**src/rtl/online_pkg.sv**
```systemverilog
// Shared definitions for the radix-2 online digit consumers.
package online_pkg;

  // Signed-digit encoding: one-hot plus/minus, 00 and 11 both mean zero.
  localparam logic [1:0] SD_PLUS  = 2'b10;
  localparam logic [1:0] SD_MINUS = 2'b01;

  // Borrow-save encoding: bit 0 is the digit present, bit 1 its sign.
  localparam logic [1:0] BS_PLUS  = 2'b01;
  localparam logic [1:0] BS_MINUS = 2'b11;

  // Decoded digit value, -1 / 0 / +1.
  typedef logic signed [1:0] digit_t;

  // Collector frame state.
  typedef enum logic [1:0] {
    IDLE,
    ACCUM,
    DONE
  } state_e;

endpackage

```
**src/rtl/online_digit_decode_radix2.sv**
```systemverilog
// Maps a 2-bit radix-2 online digit code to a plus/minus flag pair.
module online_digit_decode_radix2
  import online_pkg::*;
#(
  parameter string ENCODING_MODE = "signed-digit"
) (
  input  logic [1:0] code_i,
  output logic       plus_o,
  output logic       minus_o
);

  // Decode by encoding mode; an unknown mode reads every digit as zero.
  always_comb begin
    plus_o  = 1'b0;
    minus_o = 1'b0;
    if (ENCODING_MODE == "signed-digit") begin
      plus_o  = (code_i == SD_PLUS);
      minus_o = (code_i == SD_MINUS);
    end else if (ENCODING_MODE == "borrow-save") begin
      plus_o  = (code_i == BS_PLUS);
      minus_o = (code_i == BS_MINUS);
    end
  end

endmodule

```
**src/rtl/online_integer_radix2_collector.sv**
```systemverilog
// Radix-2 online-to-integer converter: MSD-first digit stream in, two's
// complement integer out on a valid/ready port, via Q/QM on-the-fly conversion.
module online_integer_radix2_collector
  import online_pkg::*;
#(
  parameter string       ENCODING_MODE = "signed-digit",
  parameter int unsigned MAX_DIGITS    = 16,
  parameter int unsigned CNT_WIDTH     = 5
) (
  input  logic                  i_clk,
  input  logic                  i_rst,
  input  logic [1:0]            i_mbus_rdata,
  input  logic                  i_mbus_rvalid,
  input  logic                  i_mbus_rlast,
  output logic [MAX_DIGITS:0]   o_int_data,
  output logic [CNT_WIDTH-1:0]  o_int_digits,
  output logic                  o_int_ovf,
  output logic                  o_int_valid,
  input  logic                  i_int_ready,
  output logic                  o_err_overrun,
  output logic                  o_busy
);

  localparam int unsigned          W       = MAX_DIGITS + 1;
  localparam logic [CNT_WIDTH-1:0] CNT_SAT = '1;
  localparam logic [CNT_WIDTH-1:0] CNT_MAX = CNT_WIDTH'(MAX_DIGITS);

  state_e                state_q, state_d;
  logic [W-1:0]          q_q, q_d;
  logic [W-1:0]          qm_q, qm_d;
  logic [CNT_WIDTH-1:0]  cnt_q, cnt_d;
  logic                  ovf_q, ovf_d;
  logic                  err_q, err_d;
  logic                  dig_plus, dig_minus;

  online_digit_decode_radix2 #(
    .ENCODING_MODE(ENCODING_MODE)
  ) u_decode (
    .code_i (i_mbus_rdata),
    .plus_o (dig_plus),
    .minus_o(dig_minus)
  );

  // Next-state: digit accumulation, frame end, result handshake, overrun flag.
  always_comb begin
    state_d = state_q;
    q_d     = q_q;
    qm_d    = qm_q;
    cnt_d   = cnt_q;
    ovf_d   = ovf_q;
    err_d   = 1'b0;
    case (state_q)
      // IDLE holds freshly initialised Q/QM/count, so a first digit is
      // accepted by exactly the same path as any later one.
      IDLE, ACCUM: begin
        if (i_mbus_rvalid) begin
          if (dig_plus) begin
            q_d  = {q_q[W-2:0], 1'b1};
            qm_d = {q_q[W-2:0], 1'b0};
          end else if (dig_minus) begin
            q_d  = {qm_q[W-2:0], 1'b1};
            qm_d = {qm_q[W-2:0], 1'b0};
          end else begin
            q_d  = {q_q[W-2:0], 1'b0};
            qm_d = {qm_q[W-2:0], 1'b1};
          end
          if (cnt_q != CNT_SAT) cnt_d = cnt_q + 1'b1;
          if (cnt_d > CNT_MAX) ovf_d = 1'b1;
          state_d = ACCUM;
        end
        if (i_mbus_rlast) state_d = DONE;
      end
      DONE: begin
        err_d = i_mbus_rvalid | i_mbus_rlast;
        if (i_int_ready) begin
          q_d     = '0;
          qm_d    = '1;
          cnt_d   = '0;
          ovf_d   = 1'b0;
          state_d = IDLE;
        end
      end
      default: state_d = IDLE;
    endcase
  end

  // State registers with synchronous reset.
  always_ff @(posedge i_clk) begin
    if (i_rst) begin
      state_q <= IDLE;
      q_q     <= '0;
      qm_q    <= '1;
      cnt_q   <= '0;
      ovf_q   <= 1'b0;
      err_q   <= 1'b0;
    end else begin
      state_q <= state_d;
      q_q     <= q_d;
      qm_q    <= qm_d;
      cnt_q   <= cnt_d;
      ovf_q   <= ovf_d;
      err_q   <= err_d;
    end
  end

  // Result fields are masked outside DONE so partial values never leak out.
  assign o_int_valid   = (state_q == DONE);
  assign o_int_data    = o_int_valid ? q_q : '0;
  assign o_int_digits  = o_int_valid ? cnt_q : '0;
  assign o_int_ovf     = o_int_valid & ovf_q;
  assign o_busy        = (state_q != IDLE);
  assign o_err_overrun = err_q;

endmodule

```
**config.mk**
```make
export PLATFORM = sky130hd
export DESIGN_NAME = online_integer_radix2_collector
export DESIGN_NICKNAME = d
export VERILOG_FILES = /design/src/rtl/online_pkg.sv /design/src/rtl/online_digit_decode_radix2.sv /design/src/rtl/online_integer_radix2_collector.sv
export SDC_FILE = /design/constraint.sdc
export NUM_CORES = 1
export LEC_CHECK = 0
export BUFFER_PORTS_ARGS = -buffer_cell sky130_fd_sc_hd__buf_2
export CORE_MARGIN = 5
export CORE_UTILIZATION = 50
export CTS_CLUSTER_SIZE = 40
export DETAILED_ROUTE_END_ITERATION = 8
export GPL_ROUTABILITY_DRIVEN = 0
export GPL_TIMING_DRIVEN = 0
export PLACE_DENSITY_LB_ADDON = 0.12
export SLEW_MARGIN = 5
export SYNTH_ARGS = -nofsm -noshare
export SYNTH_HDL_FRONTEND = slang
export SYNTH_SLANG_ARGS = --single-unit
```
**constraint.sdc**
```tcl
create_clock -name i_clk -period 4.3 [get_ports i_clk]
set_input_delay 0.215 -clock i_clk [delete_from_list [all_inputs] [get_ports i_clk]]
set_output_delay 0.215 -clock i_clk [all_outputs]
set_load 0.03 [all_outputs]
```
==> results.cfg <==
[synth]
postSynthAreaPerCell_um2 = 9.80
netlist_area_mm2 = 0.00224
yosysTopAreaCellShare = 0.375
synthCells = 229
yosys_warnings = 0
synth_compound_gate_area_share = 0.161
seq_area_frac_synth = 0.375
synth_top_family_by_area = simple AND/OR/NAND/NOR gates
synth.distinct_cells = 34
synthAdderAreaFrac = 0.0167
synth-seq-cells = 42
synthFlopType = dfxtp_1
yosysTopAreaCell = dfxtp_1
synth_top_cells_by_area = dfxtp_1 (37%), mux2_2 (11%), and2_1 (7.0%)
async_flop_share = 0
yosys.area_share.simple = 0.204
muxShareOfSynthArea = 0.186
synth_nets = 239
synth-xor-area-share = 0.00390
synth_edf_count = 0

[floorplanning]
ios = 33
num_rows = 24
die_w_um = 77.0
core_mm2 = 0.00435
start_util = 0.515
die_area_mm2 = 0.00593
die_h_um = 77.0

[cells_and_area]
final_cells = 321
fillCellCount = 404
fin_util = 0.588
mostFrequentLayoutCells = dfxtp_1 (42), buf_2 (37), nor2_1 (26), and2_1 (25), mux2_2 (22)
final_area_mm2 = 0.00256
mostFrequentLayoutCell = dfxtp_1
num-nets-final = 278
antenna_cells = 0
drive_above_1_share = 0.364
area_delta_synth_final_pct = 14.1

[timing]
final.setup.worst_slack_ns = 2.32
fin_crit_ns = 1.98
fin_worst_skew_ns = 0.00630
final_hold_viol_count = 0
tightest_slew_ns = 0.487
rsz0062_at_grt = no
relSlewSlack = 0.675
period_share = 0.460
fin_tns_setup_ns = 0
drv_slew = 0
setup-violations-final = 0
clock.fmax_mhz = 506
holdWs_ns = 0.115

[job]
drv_cap = 0

[clock_network]
post_cts_buffers = 0
clk_latency_ns = 0.30
htree_num_levels = 2
clk_pin_slew_ns = 0.08
cts_resized = 0
numCtsBuffers = 5
hold_buffers = 0
cts_buffer_depth = 2
cts_tree = done
root_buffer = clkbuf_8
cts_sinks = 42

[placement]
placed_area_mm2 = 0.00247
dp.cells = 313
detailedPlace.worstSlack_ns = 2.57
place_hpwl_mm = 3.37
port_buffers = 32

[drt]
vias = 1717
wl_per_cell_um = 14.6
drt_pass1_iterations = 4
drtIter0Drc = 62
vias_per_cell = 5.35
detail-route-antenna-nets = 0
drc = 0
routed_wirelength_mm = 4.67

[grt]
antenna_found_initial = 0
grt_pass1_wl_mm = 7.91
first_global_vias = 1648
overflow = 0
grt_start_max_net_pins = 13
grt_usage = 0.164

[worst_hold_path]
hold_path.class = in -> reg
min-delay-start = i_mbus_rlast
whs_path_depth = 2
hold_path_end = state_q[0]$_SDFFE_PP0P_

[critical_path]
cp_slowest_cell = dfxtp_1
worstPathCellList = nor2b_1 > buf_4 > clkbuf_1 > and2_1 > buf_2
rrSetupSlack_ns = 2.73
cp-start-kind = register
critPathArrivalTime_ns = 1.76
rr_endpoint = cnt_q[0]$_SDFFE_PP0P_
critPathKind = reg -> out
path_max_fanout = 10
regToRegStartpoint = cnt_q[0]$_SDFFE_PP0P_
reg2reg_depth = 5
slowest_delay_ns = 0.42
critPathRequiredTime_ns = 4.09
end_kind = output port

[pwr]
seqPwrFrac = 0.500
intPower_uw = 613
p_switching_uw = 235
power_density_mw_per_mm2 = 331
switching_share = 0.277
ir_worst_vdd_mv = 0.197
p_leak_nw = 1.09
power_frac_clock = 0.314
comb_power_share = 0.186
design_power_total_uw = 847

[status]
status = finished clean
[sequential cells by signal, indices dropped and copies added, names as in the netlist]
signal,cells
ovf_q,1
o_err_overrun,1
qm_q,16
cnt_q,5
q_q,17
state_q,2
[power groups by stage]
| stage | clock (mW) | sequential, mW | combinational [mW] |
|---|---|---|---|
| finish | 0.266 | 0.424 | 0.157 |
| floorplan | 0 | 0.429 | 0.126 |
| detailed placement | 0 | 0.433 | 0.159 |
| global route | 0.292 | 0.427 | 0.173 |
| CTS | 0.273 | 0.424 | 0.159 |
| global placement | 0 | 0.433 | 0.156 |
[layout make-up]
| type | count | area, um^2 | area share |
|---|---|---|---|
| repair buffers | 32 | 160 | 0.0626 |
| inverters | 2 | 7.51 | 0.00293 |
| multi-input cells | 168 | 1280 | 0.501 |
| flip-flops and latches | 42 | 841 | 0.328 |
| well taps | 52 | 65.1 | 0.0254 |
| plain buffers | 17 | 111 | 0.0435 |
| clock inverters | 1 | 5.00 | 0.00196 |
| clock buffers | 7 | 86.3 | 0.0337 |
[worst max path at each step]
stage	startpoint	to	slack [ns]	cells after the start
2_1_floorplan	i_mbus_rdata[0]	q_q[15]$_SDFFE_PP0P_	2.77	9
3_3_place_gp	i_mbus_rdata[0]	q_q[6]$_SDFFE_PP0P_	2.59	10
3_5_place_dp	i_mbus_rdata[0]	q_q[6]$_SDFFE_PP0P_	2.57	10
4_1_cts	state_q[1]$_SDFFE_PP0P_	o_int_data[4]	2.29	5
5_1_grt	state_q[1]$_SDFFE_PP0P_	o_int_data[5]	2.17	5
6_report	state_q[1]$_SDFFE_PP0P_	o_int_data[4]	2.32	5
[metal layers]
metal	up-vias	wire [um]	global-route usage
met3	5	201	0.0445
li1	880	-	-
met4	0	60	0.0464
met1	801	2200	0.211
met2	31	2210	0.267
met5	-	0	0
[cells by family after synthesis]
logic type               after synthesis
AND/OR/NAND/NOR                       86
AO/OA/AOI/OAI                         44
flip-flops                            42
multiplexers                          34
buffers and inverters                 19
adder cells (fa/ha/maj)                3
XOR/XNOR                               1
[cell usage after synthesis (2+ instances only)]
cell,instances
dfxtp_1,42
nor2_1,26
and2_1,25
mux2_2,22
nand2b_1,16
o22ai_1,15
a22oi_2,10
mux2_4,10
nand2_1,8
a22oi_1,7
a21oi_1,5
buf_2,5
clkbuf_1,5
buf_6,4
buf_4,3
ha_1,3
inv_1,2
mux2i_1,2
nand3_1,2
nor3_1,2
o21ai_0,2
[worst max-delay path, delay by kind of cell, from the launching register on]
kind / cells / cell delay (ns)
buffers and inverters: 3 / 0.69
DFF: 1 / 0.42
and+or+nand+nor: 2 / 0.35
Power figures use the tool's default switching activity.
